### src/rtl/div_sequencer.sv
// Control front end for the iterative 32-bit divider: converts DIV/DIVU operands to
// magnitudes, sequences load/iterate, applies sign correction and registers HI/LO.
module div_sequencer #(
    parameter int DIV_CYCLES = 33
) (
    input  logic        clk,
    input  logic        reset,
    input  logic        start,
    input  logic        is_unsigned,
    input  logic [31:0] dividendo,
    input  logic [31:0] divisor,
    input  logic [31:0] div_hi,
    input  logic [31:0] div_lo,
    output logic        div_load,
    output logic        div_ctrl,
    output logic [31:0] div_dividendo,
    output logic [31:0] div_divisor,
    output logic        busy,
    output logic        done,
    output logic        div_zero,
    output logic [31:0] HI,
    output logic [31:0] LO
);
    localparam int CW = $clog2(DIV_CYCLES + 1);

    typedef enum logic [2:0] {
        S_IDLE = 3'd0,
        S_LOAD = 3'd1,
        S_RUN  = 3'd2,
        S_FIX  = 3'd3,
        S_DONE = 3'd4
    } state_t;

    state_t         r_state;
    logic [CW-1:0]  r_cnt;
    logic           r_signed;
    logic           r_sgn_a;
    logic           r_sgn_b;
    logic [31:0]    r_mag_a;
    logic [31:0]    r_mag_b;
    logic [31:0]    r_hi;
    logic [31:0]    r_lo;
    logic           r_busy;
    logic           r_load;
    logic           r_ctrl;
    logic           r_done;
    logic           r_zero;

    logic           w_sgn_a;
    logic           w_sgn_b;

    function automatic logic [31:0] neg32(input logic [31:0] x);
        return ~x + 32'd1;
    endfunction

    assign w_sgn_a = ~is_unsigned & dividendo[31];
    assign w_sgn_b = ~is_unsigned & divisor[31];

    // Sequencer FSM; every output is a register updated alongside the state
    always_ff @(posedge clk or posedge reset) begin
        if (reset) begin
            r_state  <= S_IDLE;
            r_cnt    <= '0;
            r_signed <= 1'b0;
            r_sgn_a  <= 1'b0;
            r_sgn_b  <= 1'b0;
            r_mag_a  <= 32'd0;
            r_mag_b  <= 32'd0;
            r_hi     <= 32'd0;
            r_lo     <= 32'd0;
            r_busy   <= 1'b0;
            r_load   <= 1'b0;
            r_ctrl   <= 1'b0;
            r_done   <= 1'b0;
            r_zero   <= 1'b0;
        end else begin
            r_load <= 1'b0;
            r_done <= 1'b0;
            r_zero <= 1'b0;
            case (r_state)
                S_IDLE: begin
                    if (start) begin
                        if (divisor == 32'd0) begin
                            r_state <= S_DONE;
                            r_done  <= 1'b1;
                            r_zero  <= 1'b1;
                        end else begin
                            r_signed <= ~is_unsigned;
                            r_sgn_a  <= w_sgn_a;
                            r_sgn_b  <= w_sgn_b;
                            r_mag_a  <= w_sgn_a ? neg32(dividendo) : dividendo;
                            r_mag_b  <= w_sgn_b ? neg32(divisor) : divisor;
                            r_state  <= S_LOAD;
                            r_busy   <= 1'b1;
                            r_load   <= 1'b1;
                        end
                    end else begin
                        r_state <= S_IDLE;
                    end
                end
                S_LOAD: begin
                    r_cnt   <= '0;
                    r_ctrl  <= 1'b1;
                    r_state <= S_RUN;
                end
                S_RUN: begin
                    r_cnt <= r_cnt + CW'(1'b1);
                    if (r_cnt == CW'(DIV_CYCLES - 1)) begin
                        r_ctrl  <= 1'b0;
                        r_state <= S_FIX;
                    end else begin
                        r_state <= S_RUN;
                    end
                end
                S_FIX: begin
                    // Remainder takes the dividend's sign; quotient is negative when signs differ
                    r_lo    <= (r_signed & (r_sgn_a ^ r_sgn_b)) ? neg32(div_lo) : div_lo;
                    r_hi    <= (r_signed & r_sgn_a) ? neg32(div_hi) : div_hi;
                    r_busy  <= 1'b0;
                    r_done  <= 1'b1;
                    r_state <= S_DONE;
                end
                S_DONE: begin
                    r_state <= S_IDLE;
                end
                default: begin
                    r_state <= S_IDLE;
                    r_busy  <= 1'b0;
                    r_ctrl  <= 1'b0;
                end
            endcase
        end
    end

    assign div_load      = r_load;
    assign div_ctrl      = r_ctrl;
    assign div_dividendo = r_mag_a;
    assign div_divisor   = r_mag_b;
    assign busy          = r_busy;
    assign done          = r_done;
    assign div_zero      = r_zero;
    assign HI            = r_hi;
    assign LO            = r_lo;
endmodule

### config.mk
export PLATFORM = sky130hd
export DESIGN_NAME = div_sequencer
export DESIGN_NICKNAME = d
export VERILOG_FILES = /design/src/rtl/div_sequencer.sv
export SDC_FILE = /design/constraint.sdc
export NUM_CORES = 1
export LEC_CHECK = 0
export BUFFER_PORTS_ARGS = -buffer_cell sky130_fd_sc_hd__buf_4
export CORE_AREA = 2 2 125 127
export CTS_BUF_LIST = sky130_fd_sc_hd__clkbuf_4 sky130_fd_sc_hd__clkbuf_8
export DETAILED_ROUTE_END_ITERATION = 8
export DIE_AREA = 0 0 127 129
export GPL_TIMING_DRIVEN = 0
export PLACE_DENSITY = 0.94
export SYNTH_ARGS = -nofsm -noshare
export SYNTH_HDL_FRONTEND = slang
export SYNTH_SLANG_ARGS = --single-unit
### constraint.sdc
create_clock -name clk -period 5.1 [get_ports clk]
set_input_delay 0.51 -clock clk [delete_from_list [all_inputs] [get_ports clk]]
set_output_delay 0.51 -clock clk [all_outputs]
set_load 0.01 [all_outputs]
==> flow_summary.toml <==
[outcome]
status = "complete, no violations"

[grt]
grt_pass1_wl_mm = 39.5
overflow = 0
grt_pass1_vias = 7808
grt_use_total_pct = 30.4
grt_max_degree = 86
antenna_found_initial = 0

[logic_synthesis]
ys_seq_elements = 145
synth_compound_area_share_pct = 16.9
synthesis.area_um2 = 7840
synth_adder_area_share_pct = 0.958
yosysTopAreaCell = "dfrtp_1"
syn_nets = 1035
synthTopCellsByArea = "dfrtp_1 (46%), o21ai_0 (9.7%), xnor2_1 (7.7%), nand2_1 (7.6%), xor2_1 (5.6%)"
synth_xor_xnor_area_share_pct = 13.3
synth_simple_gate_area_share_pct = 18.8
synth_top_family_by_area = "simple AND/OR/NAND/NOR gates"
synthArstFlopShare_pct = 100
ys.warnings.count = 0
synthFlopType = "dfrtp_1"
ys_seq_area_share_pct = 46.3
avgSynthCellArea_um2 = 8.74
synth.distinct_cells = 42
synth_edf_count = 0
muxShareOfSynthArea_pct = 0.255
synth.top_cell.area_share_pct = 46.3
synthCells = 897
synthTopCellsByCount = "nand2_1 (159), o21ai_0 (152), dfrtp_1 (145)"
synth_most_common_cell = "nand2_1"

[setup_path]
worst-path-buf-inv = 1
arrival_ns = 3.01
critical_path_class = "in -> reg"
worstPathMaxFanout = 6
worst-r2r-cell-count = 7
cp-end-kind = "register"
critPathTopFamily = "simple AND/OR/NAND/NOR gates"
path_depth = 7
r2r_start = "r_sgn_a"
cp-start-kind = "primary input"
worst_path_largest_cell_delay_ns = 0.78
startpoint = "div_lo[8]"
cp_cell_sequence = "buf_4, nor4_1, nand4b_1, nor3_1, a21oi_1, xnor2_1, o21ai_0"
cp_slowest_cell = "nor3_1"
required_ns = 5.41

[timing]
fin_skew_ns = 0.0118
timing.final.crit_share_pct = 53.1
fmax_ghz = 0.370
fin_crit_ns = 2.71
setup-violations-final = 0
fin_hold_ws_ns = 0.121
worst_pin_slew_ns = 0.850
rsz0062_at_grt = "no"
hold_viol_final = 0
maxSlewViolCount = 0
maxSlewHeadroom_pct = 42.9

[detailed_routing]
route.vias.total = 7992
first_iter_violations = 613
avgRoutedWirePerCell_um = 18.2
drt_wl_total_mm = 25.1
drt_pre_antenna_iters = 9
vias_per_cell = 5.80
drtAntennaViolNets = 0
drt_drc_violations_left = 0

[floorplan]
coreArea_um2 = 15000
die_w_um = 127
die-area_um2 = 16400
num_rows = 45
initial_core_util_pct = 52.3
die_h_um = 129
boundaryPins = 265

[clocking]
cts_tree = "built"
path_clk_slew_ns = 0.08
cts_buffers = 17
h-tree-depth = 4
holdBufCountCts = 0
postCtsSetupBuffers = 0
clk_latency_ns = 0.44
clockBufferDepth = 2
post_cts_resized = 0
numClockSinks = 145
clock-root-buffer = "clkbuf_8"

[pwr]
peakVddDrop_v = 0.000246
power.density_nw_per_um2 = 525
leakage_nw = 4.81
power.total_mw = 5.49

[layout]
antenna_cells = 0
fin_nets = 1319
syn2layout_area_growth_pct = 33.5
drive_gt1_share_pct = 26.4

[place]
gp_congestion = 0.904
dp_hpwl_mm = 18.7
portBuffers = 264

[min_path]
hp-class = "in -> async"

[flow_run]
drv_cap = 0
[logic make-up after synthesis]
group	count (synthesis)
xor gates and xnor gates	119
muxes	2
buffers and inverters	64
AOI/OAI and AO/OA	242
DFF	145
adders and majority gates	6
and+or+nand+nor	319
[flip-flops by register name, indices dropped and copies added, names as in the netlist]
signal         count
busy               1
div_dividendo     32
r_cnt              6
r_sgn_a            1
r_signed           1
r_sgn_b            1
done               1
div_ctrl           1
LO                32
HI                32
div_load           1
div_divisor       32
div_zero           1
r_state            3
[worst register-to-register path, delay by kind of cell, from the launching register on]
family | cells | cell delay, ns
buffers and inverters | 2 | 0.67
DFF | 1 | 0.43
xor gates and xnor gates | 2 | 0.41
AOI/OAI and AO/OA | 2 | 0.36
and+or+nand+nor | 1 | 0.17
[per-layer routing]
layer	global-route usage, %	vias up	share of wire (%)
met4	10.8	0	2.7
met1	35.3	3804	37
met5	0	-	0
li1	-	3656	-
met2	53.4	458	49
met3	9.40	74	11
[final timing paths]
kind	end	slack [ns]
max	LO[29]	2.39
min	HI[21]	0.12
max reg2reg	LO[10]	2.97
min reg2reg	HI[18]	0.48
max in group asynchronous	LO[9]	4.14
min in group clk	div_divisor[31]	0.33
[final cells by class]
class | count | area (µm²)
fillers | 1114 | 4510
multi-input cells | 688 | 3930
flip-flops and latches | 145 | 3630
clock buffers | 22 | 297
repair buffers | 265 | 2010
clock inverters | 6 | 82.6
plain buffers | 43 | 201
inverters | 21 | 83.8
well taps | 188 | 235
[report_power, final]
group	leakage, nW	switching [mW]	internal (mW)	total, mW
sequential	1.79	0.368	1.69	2.06
combinational	2.82	1.37	1.16	2.52
clock	0.196	0.426	0.479	0.905
total	4.81	2.16	3.33	5.49
[metrics by stage]
step / instances / util [%] / setup TNS [ns] / worst slack (ns) / cell area, µm²
global placement: 1349 / 67.2 / -124.37 / -0.865 / 10100
finish: 1378 / 69.9 / 0 / 2.39 / 10500
global route: 1378 / 69.9 / 0 / 2.27 / 10500
floorplan: 897 / - / 0 / 0.695 / 7840
CTS: 1378 / 69.9 / 0 / 2.48 / 10500
detailed placement: 1350 / 67.4 / 0 / 2.01 / 10100
[placed cells by master (no fill, tap or decap), types with 13 or more instances in the layout]
| cell | synthesis | routed |
|---|---|---|
| o31ai_1 | 18 | 18 |
| clkbuf_1 | 32 | 32 |
| nor3_1 | 30 | 30 |
| a31oi_1 | 13 | 13 |
| xnor2_1 | 69 | 69 |
| buf_4 | 8 | 272 |
| o21ai_0 | 152 | 152 |
| nor2_1 | 57 | 57 |
| a21oi_1 | 39 | 39 |
| nand2_1 | 159 | 159 |
| dfrtp_1 | 145 | 145 |
| xor2_1 | 50 | 50 |
| clkbuf_8 | 0 | 21 |
| inv_1 | 21 | 20 |
Power figures use the tool's default switching activity.
